**config.mk**
```make
export PLATFORM = sky130hd
export DESIGN_NAME = rate_strobe_scheduler
export DESIGN_NICKNAME = d
export VERILOG_FILES = /design/src/rtl/rate_strobe_scheduler.sv
export SDC_FILE = /design/constraint.sdc
export NUM_CORES = 1
export LEC_CHECK = 0
export CAP_MARGIN = 20
export CORE_MARGIN = 2
export CORE_UTILIZATION = 40
export CTS_BUF_LIST = sky130_fd_sc_hd__clkbuf_4
export DETAILED_ROUTE_END_ITERATION = 6
export SETUP_SLACK_MARGIN = 0.15
export SYNTH_ARGS = -nofsm -noshare
export SYNTH_HDL_FRONTEND = slang
export SYNTH_SLANG_ARGS = --single-unit
```
**constraint.sdc**
```tcl
create_clock -name clk -period 7.7 [get_ports clk]
set_clock_uncertainty 0.15 [all_clocks]
set_input_delay 1.54 -clock clk [delete_from_list [all_inputs] [get_ports clk]]
set_output_delay 1.54 -clock clk [all_outputs]
set_load 0.05 [all_outputs]
```
**src/rtl/rate_strobe_scheduler.sv**
```systemverilog
// rate_strobe_scheduler
//
// Single-clock replacement for a chain of ripple-clocked dividers. Each stage
// counts its parent's events (stage 0's parent is run, stage k's parent is
// stage k-1's internal tick) and strobes once every ratio[k] parent events.
// Strobes are one-cycle clock enables; all strobes produced on one edge
// coincide in the following cycle.
//
// Ratios are reprogrammed through a single-slot config port. A new ratio is
// applied only on an edge where the target stage wraps (or while run is low),
// so a stage never sees a truncated period.
//
// Config handshake: a request transfers on a rising clk edge where
// cfg_valid && cfg_ready. cfg_valid may stay high while cfg_ready is low; the
// request then transfers on the first cycle cfg_ready is high. cfg_ready is
// simply ~pending, so at most one accepted change is outstanding.
//
// Ports:
//   clk        system clock
//   reset      asynchronous, active-high reset
//   run        counting enable; low clears and holds all counters
//   cfg_valid  config request valid
//   cfg_ready  config slot free
//   cfg_stage  stage index to reprogram
//   cfg_ratio  new divide ratio (0 is stored as 1)
//   cfg_err    one-cycle pulse after accepting a request with a bad stage
//   stb        per-stage one-cycle clock-enable strobes
//   pending    an accepted ratio change has not yet been applied
module rate_strobe_scheduler #(
  parameter int N_STAGES      = 3,
  parameter int W             = 16,
  parameter int DEFAULT_RATIO = 2,
  localparam int SW = (N_STAGES > 1) ? $clog2(N_STAGES) : 1
) (
  input  logic                clk,
  input  logic                reset,
  input  logic                run,
  input  logic                cfg_valid,
  output logic                cfg_ready,
  input  logic [SW-1:0]       cfg_stage,
  input  logic [W-1:0]        cfg_ratio,
  output logic                cfg_err,
  output logic [N_STAGES-1:0] stb,
  output logic                pending
);

  logic [W-1:0]        cnt_q   [N_STAGES];
  logic [W-1:0]        cnt_d   [N_STAGES];
  logic [W-1:0]        ratio_q [N_STAGES];
  logic [W-1:0]        ratio_d [N_STAGES];
  logic [N_STAGES-1:0] stb_q, stb_d;
  logic                err_q, err_d;
  logic                pend_q, pend_d;
  logic [SW-1:0]       pstage_q, pstage_d;
  logic [W-1:0]        pratio_q, pratio_d;

  // par[k] is the parent event of stage k; par[k+1] is stage k's tick.
  logic [N_STAGES:0]   par;
  logic [N_STAGES-1:0] tick;
  logic                accept;
  logic                bad_stage;

  always_comb begin
    par[0] = run;
    for (int k = 0; k < N_STAGES; k++) begin
      tick[k]  = par[k] && (cnt_q[k] == ratio_q[k] - W'(1));
      par[k+1] = tick[k];
    end
  end

  assign accept    = cfg_valid && cfg_ready;
  assign bad_stage = (32'(cfg_stage) >= N_STAGES);

  always_comb begin
    cnt_d    = cnt_q;
    ratio_d  = ratio_q;
    pend_d   = pend_q;
    pstage_d = pstage_q;
    pratio_d = pratio_q;
    err_d    = 1'b0;
    // tick is already all-zero while run is low.
    stb_d    = tick;

    for (int k = 0; k < N_STAGES; k++) begin
      if (!run || tick[k]) begin
        cnt_d[k] = '0;
      end else if (par[k]) begin
        cnt_d[k] = cnt_q[k] + W'(1);
      end
      // The stage's counter wraps to 0 on this same edge, so the new ratio
      // governs the very next period while this wrap's strobe used the old one.
      if (pend_q && (pstage_q == SW'(k)) && (tick[k] || !run)) begin
        ratio_d[k] = pratio_q;
        pend_d     = 1'b0;
      end
    end

    // Cannot coincide with an apply: cfg_ready is low whenever pend_q is set.
    if (accept) begin
      if (bad_stage) begin
        err_d = 1'b1;
      end else begin
        pend_d   = 1'b1;
        pstage_d = cfg_stage;
        pratio_d = (cfg_ratio == '0) ? W'(1) : cfg_ratio;
      end
    end
  end

  always_ff @(posedge clk or posedge reset) begin
    if (reset) begin
      for (int k = 0; k < N_STAGES; k++) begin
        cnt_q[k]   <= '0;
        ratio_q[k] <= W'(DEFAULT_RATIO);
      end
      stb_q    <= '0;
      err_q    <= 1'b0;
      pend_q   <= 1'b0;
      pstage_q <= '0;
      pratio_q <= '0;
    end else begin
      for (int k = 0; k < N_STAGES; k++) begin
        cnt_q[k]   <= cnt_d[k];
        ratio_q[k] <= ratio_d[k];
      end
      stb_q    <= stb_d;
      err_q    <= err_d;
      pend_q   <= pend_d;
      pstage_q <= pstage_d;
      pratio_q <= pratio_d;
    end
  end

  assign cfg_ready = ~pend_q;
  assign cfg_err   = err_q;
  assign stb       = stb_q;
  assign pending   = pend_q;

endmodule

```
# --- Word-level counts from Yosys, hierarchy flattened ---
# Index checks and enable logic that the tools add are counted.
word_totals:
  ff_bits: 119
  inputBits: 22
  out_inout_bits: 6
classes:
  addsub: 6
  order_cmp: 1
  eq_ne: 5
  mux: 14
  bitwise: 2
  n_reduce_logical: 20
op_table:
  columns: ["op", "count"]
  rows:
  - ["$mux 16", 7]
  - ["$add 16x1->16 const B", 3]
  - ["$eq 16x16->1", 3]
  - ["$sub 16x1->16 const B", 3]
  - ["$logic_not 16->1", 1]
  - ["$logic_and 1x1->1", 10]
  - ["$mux 1", 7]
  - ["$reduce_bool 2->1", 3]
  - ["$logic_or 1x1->1", 3]
  - ["$eq 2x1->1 const B", 1]
  - ["$eq 2x2->1 const B", 1]
  - ["$ge 2x2->1 const B", 1]
  - ["$logic_not 2->1", 1]
  - ["$not 1->1", 2]
  - ["$reduce_and 2->1", 1]
  - ["$logic_not 1->1", 1]

# --- Logic depth before layout (Yosys ltp) ---
logic_depth:
  word_depth: 10
  depth_mapped: 15
  ltp_nobuf: 11

# --- Worst setup path after synthesis ---
# OpenSTA, ideal clock, no wires.
synth_timing:
  kind: "register -> register"
  from: "reg ratio_q[17] (netlist name)"
  to: "reg ratio_q[16] (netlist name)"
  setup_time_ns: 0.125
  t_arrival_ns: 4.242
  required_time_ns: 7.425
  path_slack_ns: 3.183
  path_stages_with_launch: 15
  n_path_buf: 3
  path_cell_list: "dfstp_2 > inv_1 > ha_1 > nor3b_1 > xnor2_1 > or4_1 > or4b_1 > or4_1 > or4b_1 > buf_2 > and2_4 > buf_6 > nor4_4 > buf_6 > mux2_4"
synth_between:
  elab_chain_len: 5
synth_lines:
  columns: ["element", "line", "text"]
  rows:
  - ["start, declared", "49", "logic [W-1:0] ratio_q [N_STAGES];"]
  - ["start signal, assigned by index", "114", "ratio_q[k] <= W'(DEFAULT_RATIO);"]
  - ["start signal, assigned by index", "124", "ratio_q[k] <= ratio_d[k];"]
  - ["$sub 16x1->16", "66", "tick[k] = par[k] && (cnt_q[k] == ratio_q[k] - W'(1));"]
  - ["$eq 16x16->1", "66", null]
  - ["$logic_and 1x1->1", "66", null]
  - ["$logic_or 1x1->1", "92", "if (pend_q && (pstage_q == SW'(k)) && (tick[k] || !run)) begin"]
  - ["$logic_and 1x1->1", "92", null]
# No other way between the ends.
# A chain may end at the register's enable or synchronous reset.

# --- Worst setup path in the final report ---
layout_timing:
  from: "reg ratio_q[16] (netlist name)"
  to: "reg ratio_q[13] (netlist name)"
layout_between:
  elab_chain_len: 6
layout_lines:
  columns: ["element", "line"]
  rows:
  - ["$sub 16x1->16", "66"]
  - ["$eq 16x16->1", "66"]
  - ["$logic_and 1x1->1 (2 in series)", "66"]
  - ["$logic_or 1x1->1", "92"]
  - ["$logic_and 1x1->1", "92"]
# No other way between the ends.

==> results by group <==
Status
  • Status: complete, no violations

Yosys
  • Sequential area share after synthesis: 0.433
  • Prevailing post-synth register cell: dfrtp_1
  • Synth warnings: 0
  • Synth area leaders: dfrtp_1, xnor2_1, mux2_2
  • Post-Syn Area: 0.00688 mm2
  • Mapped Nets: 750
  • Synth unique cells: 66
  • Fraction of registers with async set/reset: 1.00
  • Yosys top cell by area: dfrtp_1
  • Post-synth EDFFs: 0
  • Share of the synthesized area in the top cell type: 0.422
  • Yosys reg bits: 119
  • Cell count after synthesis: 722
  • Synthesized area per cell: 9.53 um2

Drt
  • Vias per cell: 5.54
  • Routed vias: 5,426
  • Final WL: 16,900 um
  • Residual DRC: 0
  • WL per Instance: 17.3 um
  • DRT iter0 DRCs: 295
  • Pre-antenna DRT Iters: 5
  • Post-route ant nets: 0

Floorplan
  • Full die area: 0.0183 mm2
  • Core Region: 0.0167 mm2
  • Die span in x: 135 um
  • Starting Density: 0.412
  • Std cell rows: 47
  • Io pins: 28
  • Chip height: 135 um

Power
  • Peak VDD IR: 0.000202 V
  • Clk pwr share: 0.184
  • Pwr Density: 313 mW/mm2
  • P_int: 1.40 mW
  • Switching Fraction: 0.415
  • Sequential Power Share: 0.446
  • Combinational share of power: 0.370
  • Sw power: 0.989 mW
  • Total power: 2.39 mW
  • Leak: 3.17 nW

Global routing
  • Remaining global-route overflow: 0
  • Overall global routing resource usage: 0.198
  • Vias in the first global route: 5,544
  • Initial antenna violation count: 1
  • First-pass GRT wire length: 28,100 um
  • Largest net degree at the start of global routing: 70

Timing
  • FMAX: 203 MHz
  • Final min period: 4.94 ns
  • Max Slew Vio Count: 0
  • Setup_tns: 0 ns
  • Final hold violation count: 0
  • Actual slew at the worst max-slew pin: 0.927 ns
  • RSZ-0062 raised after global routing: false
  • Crit share post-route: 0.641
  • Worst slew margin: 0.380
  • Setup-failing EPs final: 0

Placed design
  • Port bufs: 27
  • Placed Area: 0.00735 mm2
  • Gpl congestion: 0.905
  • Hpwl dp: 12,100 um
  • Placed Instances: 945

Worst hold path
  • Worst Hold Path Cells: 1
  • Worst hold path type: flip-flop to flip-flop

Layout
  • Final nets: 773
  • Storage cell area: 0.00298 mm2
  • Share of layout cells above drive strength 1: 0.135
  • Util after Layout: 0.457
  • Final Instance Count excl. Fillers: 979
  • Fillcell total: 1,631
  • Area of the multi-input gates: 0.00369 mm2
  • Area grow syn2layout: 10.8%
  • Final instance area: 0.00762 mm2

Worst setup path
  • Critical Path AT: 5.21 ns
  • Worst EP required: 7.97 ns
  • Worst Reg2Reg Path Length in Cells: 11
  • CP max-delay cell: or4b_1
  • CP Capture Type: flip-flop
  • CP Depth: 11
  • CP Launch Type: flip-flop
  • Worst Path Buf+Inv: 1
  • Most used cell along the critical path: or4b_1
  • CP Class: flip-flop to flip-flop
  • R2R Setup Slk: 2.76 ns
  • Cell-by-cell listing of the critical path: inv_1 -> ha_1 -> or4b_1 -> nor3_1 -> xnor2_1 -> or4b_1 -> or4_1 -> or4b_1 -> o21ai_0 -> nand2_1 -> mux2_2
  • Max FO, Critical Path: 19
  • Max stage delay on crit path: 0.84 ns
  • Top Family by Delay on Critical Path: simple AND/OR/NAND/NOR gates

CTS
  • CTS sink count: 119
  • Longest Clk Path Bufs: 2
  • Worst-skew pair later-pin latency: 0.54 ns
  • CTS Hold Buffers Added: 0
  • CTS tree: done
  • Worst-path clk slew: 0.12 ns
  • Post-CTS Setup Inserts: 0
  • # resized after CTS: 0
  • CTS H-tree lvls: 4
  • CTS root buffer: clkbuf_4
  • Num CTS Buffers: 17

Run
  • Max-cap violations: 0
[per-stage QoR]
| stage | setup WS (ns) | hold slack, ns |
|---|---|---|
| after floorplan | 2.86 | 0.326 |
| after global placement | 2.89 | 0.374 |
| after detailed placement | 2.75 | 0.375 |
| after CTS | 2.71 | 0.403 |
| after global routing | 2.50 | 0.433 |
| final | 2.76 | 0.397 |
[path summary, 6_finish.rpt]
path                                to        start
max                        ratio_q[13]  ratio_q[16]
min                        ratio_q[47]  ratio_q[47]
max reg2reg                ratio_q[13]  ratio_q[16]
min reg2reg                ratio_q[47]  ratio_q[47]
max in group asynchronous     cnt_q[2]        reset
min in group asynchronous    cnt_q[32]        reset
[cell type report]
cell class	count	share of cell area
clock inverters	15	0.0185
inverters	21	0.0107
diodes	1	0.000328
flip-flops and latches	119	0.391
well taps	220	0.0361
repair buffers	35	0.0430
multi-input cells	551	0.484
clock buffers	17	0.0167
[power by group through the flow]
| stage | combinational [mW] | clock, mW | sequential, mW |
|---|---|---|---|
| final | 0.882 | 0.439 | 1.06 |
| after global routing | 0.980 | 0.487 | 1.09 |
| after CTS | 0.875 | 0.454 | 1.06 |
| after detailed placement | 0.869 | 0 | 1.07 |
| after global placement | 0.840 | 0 | 1.07 |
| after floorplan | 0.733 | 0 | 0.949 |
[registers in the layout, summed over array words and instances (netlist names)]
register  count
pratio_q     16
pstage_q      2
ratio_q      48
cnt_q        48
pending       1
stb           3
cfg_err       1
[cells in the mapped netlist, drive strengths merged, types with 7 or more instances]
master,n
xnor2,51
nor4,13
nand2b,8
and3,14
or4,13
o21ai,15
mux2,46
nor3,20
nor4b,9
nand4,13
a21oi,23
xor2,41
clkbuf,24
dfrtp,116
inv,20
nand3,38
nand2,80
nor2,72
or3,12
buf,7
[cells in the final DEF, fill, tap and decap left out, types with 14 or more instances in the layout]
cell,instances
xor2_1,41
nand2_1,80
xnor2_1,51
nand3_1,38
o21ai_0,14
nor2_1,72
clkbuf_4,17
a21oi_1,23
dfrtp_1,116
nor3_1,20
inv_1,19
clkdlybuf4s50_1,27
and3_1,14
mux2_2,36
[metal layers]
metal / wire length (um) / track usage / share of wire
met1: 8120 / 0.263 / 0.48
met2: 7920 / 0.327 / 0.47
met3: 591 / 0.0430 / 0.035
met4: 248 / 0.0550 / 0.015
met5: 0 / 0 / 0
[logic make-up (layout without fill, tap and decap cells)]
| group | after synthesis | count (layout) | share of synthesized area |
|---|---|---|---|
| adders and majority gates | 6 | 6 | 0.0109 |
| other | 0 | 1 | 0 |
| and+or+nand+nor | 328 | 328 | 0.249 |
| DFF | 119 | 119 | 0.433 |
| xor gates and xnor gates | 92 | 92 | 0.117 |
| AOI/OAI and AO/OA | 77 | 77 | 0.0746 |
| buffers and inverters | 52 | 88 | 0.0313 |
| muxes | 48 | 48 | 0.0837 |
Note: power is estimated with default switching activity, not from simulation.
